`src/rtl/obsidian_hazard_controller.sv`:
```
// obsidian_hazard_controller
//   Pipeline sequencing controller for the Obsidian 5-stage datapath.
//   Stalls PC and IF/ID while bubbling ID/EX on load-use hazards, and
//   sequences IF/ID, ID/EX and EX/MEM flushes when a taken branch resolves
//   in EX/MEM. Keeps saturating debug counters of bubble cycles and taken
//   branches.
//
// Ports:
//   clk, rst                 clock (rising edge), synchronous active-high reset
//   idex_memread, idex_rd    load indicator and destination of the ID/EX instruction
//   ifid_rn/rm, ifid_uses_*  source registers of the IF/ID instruction and their use
//   exmem_branch, exmem_zero branch resolution inputs from EX/MEM
//   pc_write, ifid_write     load enables (0 = hold)
//   idex_bubble              zero control bits latched into ID/EX
//   flush_ifid/idex/exmem    clear the corresponding pipeline register
//   pc_src                   select branch target for the PC
//   ctl_state                00 RUN, 01 STALL, 10 FLUSH
//   stall_count, flush_count saturating event counters
module obsidian_hazard_controller #(
  parameter int unsigned LOAD_STALL_CYCLES = 1,
  parameter int unsigned FLUSH_CYCLES      = 1,
  parameter logic [4:0]  ZERO_REG          = 5'd31
) (
  input  logic        clk,
  input  logic        rst,
  input  logic        idex_memread,
  input  logic [4:0]  idex_rd,
  input  logic [4:0]  ifid_rn,
  input  logic [4:0]  ifid_rm,
  input  logic        ifid_uses_rn,
  input  logic        ifid_uses_rm,
  input  logic        exmem_branch,
  input  logic        exmem_zero,
  output logic        pc_write,
  output logic        ifid_write,
  output logic        idex_bubble,
  output logic        flush_ifid,
  output logic        flush_idex,
  output logic        flush_exmem,
  output logic        pc_src,
  output logic [1:0]  ctl_state,
  output logic [15:0] stall_count,
  output logic [15:0] flush_count
);

  typedef enum logic [1:0] {
    RUN   = 2'b00,
    STALL = 2'b01,
    FLUSH = 2'b10
  } state_t;

  // The first sequence cycle happens in RUN, so the counter is loaded
  // with the number of remaining cycles spent in STALL/FLUSH.
  localparam logic [2:0] STALL_INIT = 3'(LOAD_STALL_CYCLES - 1);
  localparam logic [2:0] FLUSH_INIT = 3'(FLUSH_CYCLES - 1);

  state_t     state;
  logic [2:0] cnt;
  logic       taken;
  logic       hazard;

  assign taken  = exmem_branch & exmem_zero;
  assign hazard = idex_memread & (idex_rd != ZERO_REG) &
                  ((ifid_uses_rn & (idex_rd == ifid_rn)) |
                   (ifid_uses_rm & (idex_rd == ifid_rm)));

  assign ctl_state = state;

  // Control outputs: same-cycle function of state and inputs.
  always_comb begin
    pc_write    = 1'b1;
    ifid_write  = 1'b1;
    idex_bubble = 1'b0;
    flush_ifid  = 1'b0;
    flush_idex  = 1'b0;
    flush_exmem = 1'b0;
    pc_src      = 1'b0;
    if (rst) begin
      pc_write    = 1'b0;
      ifid_write  = 1'b0;
      idex_bubble = 1'b1;
    end else if (taken) begin
      // A taken branch overrides any state, including an ongoing stall.
      pc_src      = 1'b1;
      flush_ifid  = 1'b1;
      flush_idex  = 1'b1;
      flush_exmem = 1'b1;
    end else begin
      case (state)
        RUN: begin
          if (hazard) begin
            pc_write    = 1'b0;
            ifid_write  = 1'b0;
            idex_bubble = 1'b1;
          end
        end
        STALL: begin
          pc_write    = 1'b0;
          ifid_write  = 1'b0;
          idex_bubble = 1'b1;
        end
        FLUSH: begin
          // EX/MEM only holds a wrong-path instruction on the first cycle.
          flush_ifid = 1'b1;
          flush_idex = 1'b1;
        end
        default: ;
      endcase
    end
  end

  always_ff @(posedge clk) begin
    if (rst) begin
      state       <= RUN;
      cnt         <= '0;
      stall_count <= '0;
      flush_count <= '0;
    end else begin
      if (idex_bubble && (stall_count != '1)) stall_count <= stall_count + 16'd1;
      if (pc_src && (flush_count != '1))      flush_count <= flush_count + 16'd1;

      if (taken) begin
        if (FLUSH_CYCLES > 1) begin
          state <= FLUSH;
          cnt   <= FLUSH_INIT;
        end else begin
          state <= RUN;
          cnt   <= '0;
        end
      end else begin
        case (state)
          RUN: begin
            if (hazard && (LOAD_STALL_CYCLES > 1)) begin
              state <= STALL;
              cnt   <= STALL_INIT;
            end
          end
          STALL, FLUSH: begin
            if (cnt == 3'd1) begin
              state <= RUN;
              cnt   <= '0;
            end else begin
              cnt <= cnt - 3'd1;
            end
          end
          default: begin
            state <= RUN;
            cnt   <= '0;
          end
        endcase
      end
    end
  end

endmodule

```
`config.mk`:
```
export PLATFORM = sky130hd
export DESIGN_NAME = obsidian_hazard_controller
export DESIGN_NICKNAME = d
export VERILOG_FILES = /design/src/rtl/obsidian_hazard_controller.sv
export SDC_FILE = /design/constraint.sdc
export NUM_CORES = 1
export LEC_CHECK = 0
export ABC_CLOCK_PERIOD_IN_PS = 1600
export BUFFER_PORTS_ARGS = -buffer_cell sky130_fd_sc_hd__buf_2
export CAP_MARGIN = 20
export CORE_MARGIN = 4
export CORE_UTILIZATION = 45
export CTS_CLUSTER_DIAMETER = 50
export DETAILED_ROUTE_END_ITERATION = 12
export PLACE_DENSITY_LB_ADDON = 0.15
export SETUP_SLACK_MARGIN = 0.3
export SLEW_MARGIN = 0
export SYNTH_ARGS = -nofsm -noshare
export SYNTH_HDL_FRONTEND = slang
export SYNTH_SLANG_ARGS = --single-unit
```
`constraint.sdc`:
```
create_clock -name clk -period 1.6 [get_ports clk]
set_input_delay 0.08 -clock clk [delete_from_list [all_inputs] [get_ports clk]]
set_output_delay 0.08 -clock clk [all_outputs]
set_load 0.005 [all_outputs]
```
== Yosys cells after proc, flatten, opt, wreduce, memory -nomap -nowiden ==
Index checks and enable logic that the tools add are counted.

* Register bits: 37
* Input port bits: 22
* Output and inout port bits: 41
* Logic and storage cells: 46

* $add $sub $neg: 3
* Eq/ne operators: 9
* Mux-type cells: 17
* Bitwise gates (word level): 7
* Reduce and logical (&&, ||, !) cells: 6

{| class="wikitable"
|+ Operators with widths
! cell !! count
|-
| 16-bit by 1-bit adder with 16-bit output, second input constant || 2
|-
| 16-bit != test, second input constant || 2
|-
| 1-bit two-way mux || 11
|-
| 5-bit equality test || 2
|-
| 3-bit one-hot mux with 2 select lines || 1
|-
| 1-bit bitwise AND || 5
|-
| 5-bit != test, second input constant || 1
|-
| 1-bit one-hot mux with 2 select lines || 2
|-
| 2-bit one-hot mux with 2 select lines || 1
|-
| 2-bit OR reduction || 2
|-
| 3-bit by 1-bit equality test with 1-bit output, second input constant || 1
|-
| 3-bit two-way mux || 1
|-
| 3-bit by 1-bit subtractor with 3-bit output, second input constant || 1
|-
| 2-bit by 1-bit equality test with 1-bit output, second input constant || 1
|-
| 2-bit equality test, second input constant || 1
|-
| 1-bit logical AND || 2
|-
| 2-bit zero test || 1
|-
| 2-bit two-way mux || 1
|-
| 2-bit != test, second input constant || 1
|-
| 2-bit AND reduction || 1
|-
| 1-bit inverter || 1
|-
| 1-bit bitwise OR || 1
|}

== Depth between registers and ports, before layout ==
Gate-level depths: netlist (run 1).

* Depth in word-level cells: 9
* Depth in mapped cells: 8
* Gate-level depth less buffers: 6

== Worst setup path before layout (run 1) ==
OpenSTA, ideal clock, no wires.

* Path kind: register to register
* From: reg stall_count[3]
* To: reg stall_count[9]
* Library setup time: 0.123 ns
* Arrival time: 1.655 ns
* Required time: 1.477 ns
* Setup slack: -0.178 ns
* Cell stages (with the launch flop): 7
* Path buffers: 1
* Period minus slack after synthesis: 1.778 ns
* Cells stage by stage: dfxtp_1 > nand4_1 > or4_1 > buf_2 > nand2_4 > nor3_1 > mux2_1

* Word-level cells in the longest chain between the ends: 2
* Elaborated cells between the ends (all ways): 3
* Classes of those cells: 1 x add/sub; 1 x eq/ne; 1 x reduce/logical

{| class="wikitable"
|+ Ends and longest elaborated chain
! what !! RTL line !! source
|-
| from (decl) || 42 || <nowiki>output logic [15:0] stall_count,</nowiki>
|-
| from (signal assigned) || 119 || <nowiki>if (idex_bubble && (stall_count != '1)) stall_count <= stall_count + 16'd1;</nowiki>
|-
| branches (longest 2 deep; another with 16-bit by 1-bit adder with 16-bit output) || - ||
|}

Several ways; the timed one is not identified.
A chain may end at the register's enable or synchronous reset.

== Final worst setup path (run 1) ==
* From: reg stall_count[0]
* To: reg stall_count[12]

Same word-level chain as after synthesis.

==> impl_results.md, run 1 <==
- LEAKAGE: 1.30 nW
- Gate Count Post-Synth: 221
- GRT Resource Usage Total: 21.9%
- Vias in the first global route: 1972
- Peak VDD IR: about 0.00044 V
- Clock transition at path regs: roughly 70 ps
- Setup TNS: -1120 ps
- Fill count: 258
- Final ANT Viol Nets: 0
- Violated checks: setup timing
- Crit-path cells: ha_4 > nand4_1 > or4_4 > nor3b_2 > mux2_1
- Diode count: 0
- Area Overhead vs Synth: 62.7%
- CP Capture Type: register
- DR iter-0 viols: 138
- Period utilization: 107%
- CP max stage delay: 500 ps
- Number of I/O port buffers: 60
- IO Pins: 63
- Startpoint class of the critical path: register
- Clk buf depth: 2
- Syn avg cell area: approximately 8.3 sq um
- DRC: 0
- Die Span Y: 71.8 um
- Final RePlAce weighted congestion: 0.862
- First-pass GRT wire length: 8990 um
- Cell Area, Synth: 1830 sq um
- Sequential share of the synthesized area: 35.0%
- Detailed-route wire length: 5960 um
- Vias: 2092
- Initial antenna violation count: 0
- CP Max Fanout: 5
- Crit path max-delay family: simple AND/OR/NAND/NOR gates
- Hpwl dp: ~3700 um
- Tot Pwr: 1.66 mW
- Total core area: 3800 sq um
- FP Rows: 22
- Critical path's slowest cell: or4_4
- Worst path bufs/invs: 0
- Power Dens Cells: approximately 560 nW/um^2
- Commonest non-fill, non-tap cell in the layout: buf_2
- Largest net degree at the start of global routing: 23
- WL/cell: 15.8 um
- Post-layout nets: 352
- Layout cells sized above 1: a little over half
- Worst-skew pair later-pin latency: 300 ps
- Multi-input logic area: around 1300 sq um
- Vias per cell: 5.55
- Fin crit period: 1720 ps
- Unique cell type count in the Yosys netlist: 44
- Status: finished with violations
- Most frequent cells in the layout: buf_2, buf_4, nand4_1, nor2_1, xor2_1
- Post-synth ARST share: 0%
- Wl on met1: 2350 um
- CTS tree: built
- Post-CTS Hold Buffers: 0
- Top FF cell, synth: dfxtp_1
- CTS Buf Count: 5
- Final setup violation count: 15
- Root Buffer: clkbuf_8
- Die area: 5150 sq um
- Final setup margin: -116 ps
- Initial Util: 48.2%
- CTS H-tree depth: 2
- Top Metal Used: met4
- Synthesized flop and latch total: 32
- Hold Fails Final Rpt: 0
- WHS: between 150 and 200 ps
- RSZ-0062 raised after global routing: true
- Fmax: 0.583 GHz
- Clk sink count: 32
- Worst hold path class: primary input to register
- Arr. time, crit path: 1900 ps
- Slew Limit Fails: 0
- WL met3: around 290 um
- WP data required: 1780 ps
- Clock skew: 12.9 ps
- Register Area: 673 sq um
- Met2 wire length: 3200 um
- DR pass1 iterations: 4
- Crit Path Category: register to register
- YS warnings: 0
- Grt ovf: 0
- Max-Cap Viols: 0
- Post-synth EDFFs: 0
- Die width: slightly above 70 um
-- sequential cells by signal, summed over array words and instances, names as in the netlist --
register,flops
stall_count,16
flush_count,16
-- layout make-up --
cell class              count  area share (%)
clock buffers               5            2.31
multi-input cells         169            44.0
clock inverters             3           0.630
repair buffers            116            27.8
inverters                   4           0.588
well taps                  48            2.02
flip-flops and latches     32            22.6
-- routing by layer --
layer / global-route usage [%] / vias up
li1: - / 1022
met1: 25.3 / 986
met2: 39.3 / 69
met3: 4.49 / 15
met4: 8.14 / 0
met5: 0 / -
-- tightest hold or removal path: stages --
cell and delay (ps):
buf_2 160, nand2b_1 130, o21ai_1 60
-- synth_stat cells, drive strengths merged, types with 2 or more instances --
| cell type | count | area share (%) |
|---|---|---|
| dfxtp | 32 | 35 |
| nor2 | 18 | 3.7 |
| xor2 | 18 | 8.6 |
| nand4 | 17 | 5.8 |
| a21oi | 14 | 3.8 |
| nand3 | 13 | 3.6 |
| buf | 10 | 4.0 |
| nand2 | 10 | 2.5 |
| o31ai | 9 | 3.7 |
| or4 | 9 | 3.7 |
| clkbuf | 7 | 1.4 |
| o21ai | 7 | 1.9 |
| and2 | 6 | 2.1 |
| and3 | 6 | 2.1 |
| inv | 4 | 0.82 |
| nor3 | 4 | 1.1 |
| nor4 | 4 | 1.4 |
| or3 | 4 | 1.4 |
| nor2b | 3 | 1.0 |
| xnor2 | 3 | 1.4 |
| and4 | 2 | 0.96 |
| ha | 2 | 1.4 |
| mux2 | 2 | 1.2 |
| nor3b | 2 | 0.82 |
-- cell families after synthesis --
| group | after synthesis | share of synthesized area, % |
|---|---|---|
| XOR/XNOR | 21 | 10.0 |
| flip-flops | 32 | 35.0 |
| other | 1 | 0.205 |
| AND/OR/NAND/NOR | 101 | 31.2 |
| buffers and inverters | 21 | 6.22 |
| adder cells (fa/ha/maj) | 2 | 1.37 |
| multiplexers | 3 | 1.78 |
| AO/OA/AOI/OAI | 40 | 14.1 |
-- worst paths after layout --
check,startpoint,to,slack (ps),depth (start not counted)
max,stall_count[0]$_SDFFE_PP0P_,stall_count[12]$_SDFFE_PP0P_,-120,5
min,rst,flush_count[1]$_SDFFE_PP0P_,180,3
max reg2reg,stall_count[0]$_SDFFE_PP0P_,stall_count[12]$_SDFFE_PP0P_,-120,5
min reg2reg,flush_count[2]$_SDFFE_PP0P_,flush_count[2]$_SDFFE_PP0P_,510,1
-- per-stage QoR --
step,utilization [%],instances,instance area (sq um),setup WS [ps]
6_report,78.4,377,2980,-116
5_1_grt,78.4,377,2980,-180
4_1_cts,74.4,376,2830,-102
3_5_place_dp,65.6,354,2490,-227
3_3_place_gp,65.6,354,2490,-152
2_1_floorplan,-,222,1920,-108
-- timing repair --
item	CTS	global route
pin swaps	24	6
gates cloned	1	0
gates resized for setup	28	32
buffers inserted	13	1
endpoints found under the hold margin	0	0
endpoints found under the setup margin	35	35
-- where the power goes --
part	internal, mW	total [mW]	switching (mW)
combinational	0.111	0.227	0.116
clock	0.303	0.633	0.331
sequential	0.793	0.797	0.00431
total	1.21	1.66	0.451
Note: power is estimated with default switching activity, not from simulation.
==> run 2, diff against run 1 <==
--- a/config.mk
+++ b/config.mk
@@ -14,2 +14,3 @@
 export DETAILED_ROUTE_END_ITERATION = 12
+export GPL_TIMING_DRIVEN = 0
 export PLACE_DENSITY_LB_ADDON = 0.15
--- a/constraint.sdc
+++ b/constraint.sdc
@@ -3,2 +3,2 @@
 set_output_delay 0.08 -clock clk [all_outputs]
-set_load 0.005 [all_outputs]
+set_load 0.01 [all_outputs]
==> impl_results.md, run 2 (synthesis results as in run 1) <==
- CTS Buf Count: 5 (unchanged)
- Worst R2R Start: stall_count[7]$_SDFFE_PP0P_
- Hold Fails Final Rpt: 0 (unchanged)
- WL/cell: 16.0 um (+1.0%)
- FP Rows: 22 (unchanged)
- CTS H-tree depth: 2 (unchanged)
- Final setup violation count: 16 (+1)
- DRC: 0 (unchanged)
- R2r endpoint: stall_count[12]$_SDFFE_PP0P_
- Clock transition at path regs: 70 ps (about the same)
- Clk sink count: 32 (unchanged)
- WP data required: 1780 ps (about the same)
- Critical path's slowest cell: or4_1
- Die area: 5150 sq um (unchanged)
- Vias in the first global route: 1926 (-2.3%)
- Number of I/O port buffers: 60 (unchanged)
- Diode count: 0 (unchanged)
- Vias: 2096 (+0.19%)
- CP max stage delay: 540 ps (+40 ps)
- CP Max Fanout: 7 (+2)
- Place WS: -343 ps (-116 ps)
- Commonest non-fill, non-tap cell in the layout: buf_2
- LEAKAGE: 1.22 nW (-6.5%)
- Crit Path Category: register to register
- RSZ-0062 raised after global routing: true
- Violated checks: setup timing
- DR pass1 iterations: 4 (unchanged)
- Hold endpoint: flush_count[5]$_SDFFE_PP0P_
- Worst path bufs/invs: 1 (+1)
- Peak VDD IR: 0.000592 V (+35%)
- CTS tree: built
- Largest net degree at the start of global routing: 11 (-52%)
- Final RePlAce weighted congestion: 0.854 (-0.84%)
- Status: finished with violations
- Clk buf depth: 2 (unchanged)
- Flop2flop setup slack: -200 ps (-90 ps)
- Max-Cap Viols: 0 (unchanged)
- Fin crit period: 1800 ps (+88.6 ps)
- Post-layout nets: 347 (-1.4%)
- Root Buffer: clkbuf_8
- Slew Limit Fails: 0 (unchanged)
- Power Dens Cells: 572 nW/um^2 (+2.8%)
- Period utilization: 113% (+5.5 points)
- Final setup margin: -205 ps (-88.6 ps)
- Fmax: 0.554 GHz (-4.9%)
- Detailed-route wire length: 5930 um (-0.59%)
- Clock skew: 5.38 ps (-7.53 ps)
- Hold-critical path depth: 3 (unchanged)
- Crit-path cells: nand3_2 > or4_1 > buf_6 > nor3b_2 > mux2_4
- Grt ovf: 0 (unchanged)
- Tot Pwr: 1.68 mW (+1.2%)
- Hpwl dp: 3580 um (-4.3%)
- Worst-skew pair later-pin latency: 290 ps (about the same)
- Worst hold path class: primary input to register
- Vias per cell: 5.65 (+1.8%)
- Hold path start: rst
- Die Span Y: 71.8 um (unchanged)
- First-pass GRT wire length: 8830 um (-1.8%)
- Initial antenna violation count: 0 (unchanged)
- Total core area: 3800 sq um (unchanged)
- IO Pins: 63 (unchanged)
- DR iter-0 viols: 151 (+9.4%)
- GRT Resource Usage Total: 21.9% (about the same)
- Layout cells sized above 1: 56.0% (+1.9 points)
- R2R depth: 5 (unchanged)
- Startpoint class of the critical path: register
- Arr. time, crit path: 1980 ps (+80 ps)
- Most frequent cells in the layout: buf_2, buf_4, nand4_1, xor2_1, nor2_1
- CP Capture Type: register
- Final ANT Viol Nets: 0 (unchanged)
- Area Overhead vs Synth: 60.2%
- Die width: 71.8 um (unchanged)
- Initial Util: 48.2% (unchanged)
- Top flop regs: flush_count (16), stall_count (16)
- Crit path max-delay family: simple AND/OR/NAND/NOR gates
-- run 2: changes by cell type in the layout (fill, tap and decap cells not counted), sizes merged --
| cell | previous run | this run |
|---|---|---|
| buf | 115 | 104 |
| clkbuf | 5 | 13 |
| clkinv | 3 | 0 |
| bufbuf | 1 | 0 |
| nand2 | 10 | 11 |
-- run 2: cell type report --
cell class	count	area, sq um
flip-flops and latches	32	694
fillers	276	866
clock buffers	7	96.3
repair buffers	93	587
multi-input cells	170	1340
well taps	48	60.1
plain buffers	17	139
inverters	4	20.0
-- run 2: worst max path at each step --
stage,endpoint,cells after the start,from
5_1_grt,stall_count[12]$_SDFFE_PP0P_,5,stall_count[7]$_SDFFE_PP0P_
4_1_cts,stall_count[9]$_SDFFE_PP0P_,6,stall_count[6]$_SDFFE_PP0P_
3_5_place_dp,stall_count[5]$_SDFFE_PP0P_,7,idex_rd[1]
6_report,stall_count[12]$_SDFFE_PP0P_,5,stall_count[7]$_SDFFE_PP0P_
2_1_floorplan,stall_count[9]$_SDFFE_PP0P_,6,stall_count[9]$_SDFFE_PP0P_
3_3_place_gp,stall_count[5]$_SDFFE_PP0P_,7,idex_rd[1]
-- run 2: metal layers --
layer  up-vias  global-route usage (%)  share of wire (%)
li1       1014                       -                  -
met1       987                    25.1                 38
met2        81                    35.8                 52
met3        14                    6.31                6.9
met4         0                    12.9                2.8
met5         -                       0                  0
-- run 2: through the flow --
stage          instances  cell area [sq um]  setup TNS (ps)  hold WS [ps]  utilization (%)
6_report             371               2930           -2150           306             77.2
2_1_floorplan        222               1950            -733           343                -
5_1_grt              371               2930           -2860           305             77.2
3_3_place_gp         330               2310           -3920           474             60.7
4_1_cts              358               2670           -1510           285             70.2
3_5_place_dp         330               2310           -5380           479             60.7
-- run 2: what timing repair did --
item / in CTS / in global routing
cloned: 2 / 0
gates resized for setup: 24 / 47
pin swaps: 25 / 36
hold buffers: 0 / 0
buffers inserted: 19 / 13
setup endpoints to repair: 35 / 38
-- run 2: power by group --
| group | switching [mW] | internal (mW) |
|---|---|---|
| Clock | 0.300 | 0.383 |
| Sequential | 0.00432 | 0.782 |
| Combinational | 0.113 | 0.0953 |
-- run 2: worst register-to-register path: stages, from the launching register on --
cell     delay (ps)
dfxtp_2         380
nand3_2         150
or4_1           540
buf_6           160
nor3b_2         160
mux2_4          300
